**config.mk**
```make
export PLATFORM = sky130hd
export DESIGN_NAME = ones_pattern_gen
export DESIGN_NICKNAME = d
export VERILOG_FILES = /design/src/rtl/ones_pattern_gen.sv
export SDC_FILE = /design/constraint.sdc
export NUM_CORES = 1
export LEC_CHECK = 0
export ABC_CLOCK_PERIOD_IN_PS = 3320
export BUFFER_PORTS_ARGS = -buffer_cell sky130_fd_sc_hd__buf_2
export CORE_ASPECT_RATIO = 0.8
export CORE_MARGIN = 5
export CORE_UTILIZATION = 60
export CTS_BUF_LIST = sky130_fd_sc_hd__clkbuf_2
export DETAILED_ROUTE_END_ITERATION = 12
export HOLD_SLACK_MARGIN = 0.02
export PLACE_DENSITY_LB_ADDON = 0.05
export SLEW_MARGIN = 20
export SYNTH_ARGS = -nofsm -noshare
export SYNTH_HDL_FRONTEND = slang
export SYNTH_SLANG_ARGS = --single-unit
```
**constraint.sdc**
```tcl
create_clock -name clk -period 3.32 [get_ports clk]
set_input_delay 0.166 -clock clk [delete_from_list [all_inputs] [get_ports clk]]
set_output_delay 0.166 -clock clk [all_outputs]
set_load 0.01 [all_outputs]
```
**src/rtl/ones_pattern_gen.sv**
```systemverilog
`default_nettype none
// ============================================================================
//  Module   : ones_pattern_gen
//  Purpose  : Regenerates a FRAME_LEN-bit thermometer pattern (ones first)
//             holding exactly N ones. N arrives over a valid/ready handshake.
//             The pattern is streamed serially, one bit per clock, and then
//             presented in parallel with a one-cycle par_valid pulse.
//  Revision : 1.0 - initial release
// ============================================================================
module ones_pattern_gen #(
    parameter int FRAME_LEN = 15,   // bits per frame, 2..15
    parameter int CNT_W     = 4     // width of in_count, 2**CNT_W > FRAME_LEN
) (
    input  logic                 clk,
    input  logic                 rst,
    input  logic                 in_valid,
    input  logic [CNT_W-1:0]     in_count,
    output logic                 in_ready,
    output logic                 ser_out,
    output logic                 ser_valid,
    output logic                 frame_start,
    output logic                 frame_end,
    output logic [FRAME_LEN-1:0] par_out,
    output logic                 par_valid,
    output logic                 err_sat
);

    // ------------------------------------------------------------------------
    // Constants
    // ------------------------------------------------------------------------
    localparam logic [CNT_W-1:0] c_frame_len = CNT_W'(FRAME_LEN);
    localparam logic [CNT_W-1:0] c_last_idx  = CNT_W'(FRAME_LEN - 1);
    localparam logic [CNT_W-1:0] c_one       = CNT_W'(1);

    // ------------------------------------------------------------------------
    // State encoding
    // ------------------------------------------------------------------------
    typedef enum logic [1:0] {
        ST_IDLE  = 2'd0,
        ST_SHIFT = 2'd1,
        ST_DONE  = 2'd2
    } state_t;

    state_t                 r_state;
    logic [CNT_W-1:0]       r_idx;          // index of the bit currently on ser_out
    logic [CNT_W-1:0]       r_count;        // saturated ones count for this frame
    logic                   r_ser_out;
    logic                   r_ser_valid;
    logic                   r_frame_start;
    logic                   r_frame_end;
    logic [FRAME_LEN-1:0]   r_par_out;
    logic                   r_par_valid;
    logic                   r_err_sat;

    logic                   w_accept;
    logic                   w_req_over;
    logic [CNT_W-1:0]       w_req_sat;
    logic [CNT_W-1:0]       w_idx_next;
    logic                   w_last_bit;
    logic [FRAME_LEN-1:0]   w_therm;

    // ------------------------------------------------------------------------
    // Handshake and request saturation
    // ------------------------------------------------------------------------
    // Ready depends only on state and reset so that no combinational path
    // exists from in_valid back to in_ready.
    assign in_ready   = (r_state == ST_IDLE) && !rst;
    assign w_accept   = in_valid && in_ready;

    // Requests larger than the frame are clamped to an all-ones frame.
    assign w_req_over = (in_count > c_frame_len);
    assign w_req_sat  = w_req_over ? c_frame_len : in_count;

    // Bit-index bookkeeping. The index never wraps: the frame ends when the
    // last position is on the output.
    assign w_idx_next = r_idx + c_one;
    assign w_last_bit = (r_idx == c_last_idx);

    // ------------------------------------------------------------------------
    // Thermometer decode of the latched count: bit i set when i < N
    // ------------------------------------------------------------------------
    genvar gi;
    generate
        for (gi = 0; gi < FRAME_LEN; gi++) begin : g_therm
            assign w_therm[gi] = (CNT_W'(gi) < r_count);
        end
    endgenerate

    // ------------------------------------------------------------------------
    // Control FSM with registered outputs
    // ------------------------------------------------------------------------
    // Bit 0 of a frame is loaded on the accepting edge so it is visible in the
    // very next cycle; each following SHIFT edge loads the next bit. The DONE
    // cycle publishes the parallel pattern and gives a one-cycle gap before
    // the block is ready again (frame period FRAME_LEN+2).
    always_ff @(posedge clk or posedge rst) begin
        if (rst) begin
            r_state       <= ST_IDLE;
            r_idx         <= '0;
            r_count       <= '0;
            r_ser_out     <= 1'b0;
            r_ser_valid   <= 1'b0;
            r_frame_start <= 1'b0;
            r_frame_end   <= 1'b0;
            r_par_out     <= '0;
            r_par_valid   <= 1'b0;
            r_err_sat     <= 1'b0;
        end else begin
            // Pulse outputs default low every cycle.
            r_par_valid <= 1'b0;
            r_err_sat   <= 1'b0;

            case (r_state)
                ST_IDLE: begin
                    if (w_accept) begin
                        r_state       <= ST_SHIFT;
                        r_count       <= w_req_sat;
                        r_idx         <= '0;
                        r_ser_out     <= (w_req_sat != '0);
                        r_ser_valid   <= 1'b1;
                        r_frame_start <= 1'b1;
                        // FRAME_LEN is at least 2, so bit 0 is never the last.
                        r_frame_end   <= 1'b0;
                        r_err_sat     <= w_req_over;
                    end
                end

                ST_SHIFT: begin
                    if (w_last_bit) begin
                        r_state       <= ST_DONE;
                        r_ser_out     <= 1'b0;
                        r_ser_valid   <= 1'b0;
                        r_frame_start <= 1'b0;
                        r_frame_end   <= 1'b0;
                        r_par_out     <= w_therm;
                        r_par_valid   <= 1'b1;
                    end else begin
                        r_idx         <= w_idx_next;
                        r_ser_out     <= (w_idx_next < r_count);
                        r_frame_start <= 1'b0;
                        r_frame_end   <= (w_idx_next == c_last_idx);
                    end
                end

                ST_DONE: begin
                    r_state <= ST_IDLE;
                end

                default: begin
                    r_state <= ST_IDLE;
                end
            endcase
        end
    end

    // ------------------------------------------------------------------------
    // Output mapping
    // ------------------------------------------------------------------------
    assign ser_out     = r_ser_out;
    assign ser_valid   = r_ser_valid;
    assign frame_start = r_frame_start;
    assign frame_end   = r_frame_end;
    assign par_out     = r_par_out;
    assign par_valid   = r_par_valid;
    assign err_sat     = r_err_sat;

endmodule
`default_nettype wire
```
==> flow_summary.json <==
{
  "num-fill-cells": 174,
  "final_cell_mix": "32 x nand2_1, 30 x dfrtp_1, 27 x buf_2",
  "synth_largest_area_cell": "dfrtp_1",
  "synth_flop_cell": "dfrtp_1",
  "grt_first_pass_wirelength_mm": 4.53,
  "layout.cells.most_common": "nand2_1",
  "critical_path_buf_inv_count": 2,
  "fin_nets": 187,
  "ys_warn_count": 0,
  "drv_cap": 0,
  "critPathRequiredTime_ns": 3.60,
  "ys_seq_area_share_pct": 53.0,
  "cts_tree": "done",
  "cp_slowest_cell": "nand2b_1",
  "synth-simple-area-share_pct": 16.5,
  "core.rowCount": 15,
  "critPathLaunchType": "register",
  "synth_area_leaders": "dfrtp_1 53%, nand2_1 8.5%, ha_1 5.3%",
  "irDropWorstVdd_v": 0.000586,
  "min_period_ns": 1.99,
  "slew_headroom_pct": 37.2,
  "final.setup.tns_ns": 0,
  "grt_use_total_pct": 18.0,
  "syn2layout_area_growth_pct": 11.5,
  "cp_max_fo": 26,
  "drt_iter0_drc": 45,
  "crit_path_cell_trace": "inv_1 -> ha_1 -> nand3_1 -> nand2b_1 -> inv_4 -> a41oi_1",
  "cts_resized": 0,
  "drc": 0,
  "antenna_found_initial": 0,
  "drive_above_1_share_pct": 23.1,
  "tightest_slew_ns": 0.942,
  "hold_depth": 3,
  "gr-total-overflow": 0,
  "die_x_um": 64.3,
  "drt-wirelength-per-cell_um": 13.3,
  "finClkSkew_ns": 0.0186,
  "r2r_cells": 6,
  "dieArea_um2": 3440,
  "drt-total-wl_mm": 2.63,
  "first_pass_iters": 4,
  "p_leak_nw": 0.803,
  "gp_congestion": 0.895,
  "layout_setup_ws_ns": 1.33,
  "cts_made_buffers": 5,
  "core_area_um2": 2200,
  "synth_top_family_by_area": "simple AND/OR/NAND/NOR gates",
  "maxSlewViolCount": 0,
  "slowest_delay_ns": 0.75,
  "hpwl_mm": 1.96,
  "rsz0062_at_grt": "no",
  "start_util_pct": 64.5,
  "period_share_pct": 59.9,
  "clk_latency_ns": 0.35,
  "routed_via_density": 5.48,
  "ys_types": 38,
  "netlist_area_um2": 1420,
  "fp.dieH_um": 53.5,
  "dp_worst_setup_slack_ns": 1.32,
  "finalSetupViolations": 0,
  "ioPinCount": 29,
  "path_depth": 6,
  "arrival_ns": 2.27,
  "cts.root.buffer_cell": "clkbuf_2",
  "first_global_vias": 968,
  "synth-async-reset-ratio_pct": 100,
  "portBuffers": 27,
  "outcome": "complete, no violations",
  "grt_max_degree": 31,
  "synth_adder_area_share_pct": 5.30,
  "syn-mean-instance-area_um2": 9.70,
  "drtAntennaViolNets": 0,
  "syn_inst": 146,
  "clock.fmax_ghz": 0.503,
  "hold_class": "in2reg",
  "cellPowerDensity_nw_per_um2": 924,
  "critPathKind": "reg2reg",
  "diodes": 0,
  "clkTransAtPathRegs_ns": 0.14,
  "synth-compound-area-share_pct": 14.4,
  "synth_top_area_share_pct": 53.0,
  "hold_violations": 0,
  "clockBufferDepth": 2,
  "cpLargestDelayFamily": "simple AND/OR/NAND/NOR gates",
  "clock_sinks": 30,
  "synth_mux_area_share_pct": 1.77,
  "synth_nets": 159,
  "worstSetupEndpointType": "register",
  "synth-edff-count": 0,
  "reg2reg_slack_ns": 1.33,
  "htree_levels": 2,
  "via_count": 1086,
  "synth_seq_cells": 30,
  "synth_xor_xnor_area_share_pct": 1.24
}
-- flip-flops by register name (all words and copies together) (netlist names) --
signal	count
ser_out	1
r_count	4
par_out	15
ser_valid	1
r_state	2
frame_start	1
r_idx	4
par_valid	1
frame_end	1
-- final timing paths --
path | endpoint | start
min | r_count[3] | in_count[3]
max reg2reg | par_out[1] | r_idx[0]
max in group asynchronous | r_idx[2] | rst
min in group asynchronous | par_out[7] | rst
max | par_out[1] | r_idx[0]
min reg2reg | frame_start | frame_start
-- layout make-up --
cell class                      count  area (um2)  area share (%)
Clock inverter                      1        3.75           0.238
Clock buffer                        5        25.0            1.58
Timing Repair Buffer               30         165            10.5
Multi-Input combinational cell     96         559            35.4
Tap cell                           25        31.3            1.98
Sequential cell                    30         751            47.5
Inverter                           11        43.8            2.77
-- worst min-delay path: stages --
cell and delay [ns]:
buf_2 0.09, nand2_1 0.05, o21ai_0 0.06
-- power breakdown --
group	internal (W)	total, W	switching (W)	leakage [nW]
combinational	0.000275	0.000638	0.000363	0.425
sequential	0.000516	0.000670	0.000154	0.355
clock	0.0000418	0.000150	0.000109	0.0223
total	0.000833	0.00146	0.000625	0.803
-- synthesized netlist by cell type, types with 2 or more instances --
| library cell | n |
|---|---|
| nor2_1 | 5 |
| a21oi_1 | 5 |
| nand2b_1 | 3 |
| o21ai_1 | 10 |
| dfrtp_1 | 30 |
| nand3_1 | 4 |
| clkbuf_1 | 3 |
| inv_1 | 9 |
| buf_6 | 3 |
| nand2_1 | 32 |
| a31oi_1 | 4 |
| o21ai_0 | 5 |
| buf_2 | 2 |
| ha_1 | 6 |
| o31ai_1 | 2 |
-- layer usage --
layer,share of wire (%),track usage (%),vias to the layer above,routed length [um]
met1,45,22.6,506,1200
met5,0,0,-,0
li1,-,-,543,-
met4,1.7,8.47,0,46
met3,6.8,6.37,7,178
met2,46,27.6,30,1210
-- logic make-up after synthesis --
logic type | count (synthesis)
AO/OA/AOI/OAI | 33
XOR/XNOR | 2
adder cells (fa/ha/maj) | 6
buffers and inverters | 20
flip-flops | 30
multiplexers | 2
other | 1
AND/OR/NAND/NOR | 52
-- stage by stage --
| step | area (um2) | util (%) | std cells | hold slack (ns) | power (W) |
|---|---|---|---|---|---|
| 2_1_floorplan | 1420 | - | 146 | 0.257 | 0.00112 |
| 3_3_place_gp | 1520 | 69.2 | 189 | 0.383 | 0.00129 |
| 3_5_place_dp | 1520 | 69.2 | 189 | 0.386 | 0.00132 |
| 4_1_cts | 1560 | 71.0 | 196 | 0.0227 | 0.00147 |
| 5_1_grt | 1580 | 71.9 | 198 | 0.0390 | 0.00160 |
| 6_report | 1580 | 71.9 | 198 | 0.0448 | 0.00146 |
-- timing repair --
action | CTS | global route
hold buffers | 1 | 2
hold endpoints to repair | 1 | 31
buffers inserted | 0 | 0
(Power assumes the default switching activity.)
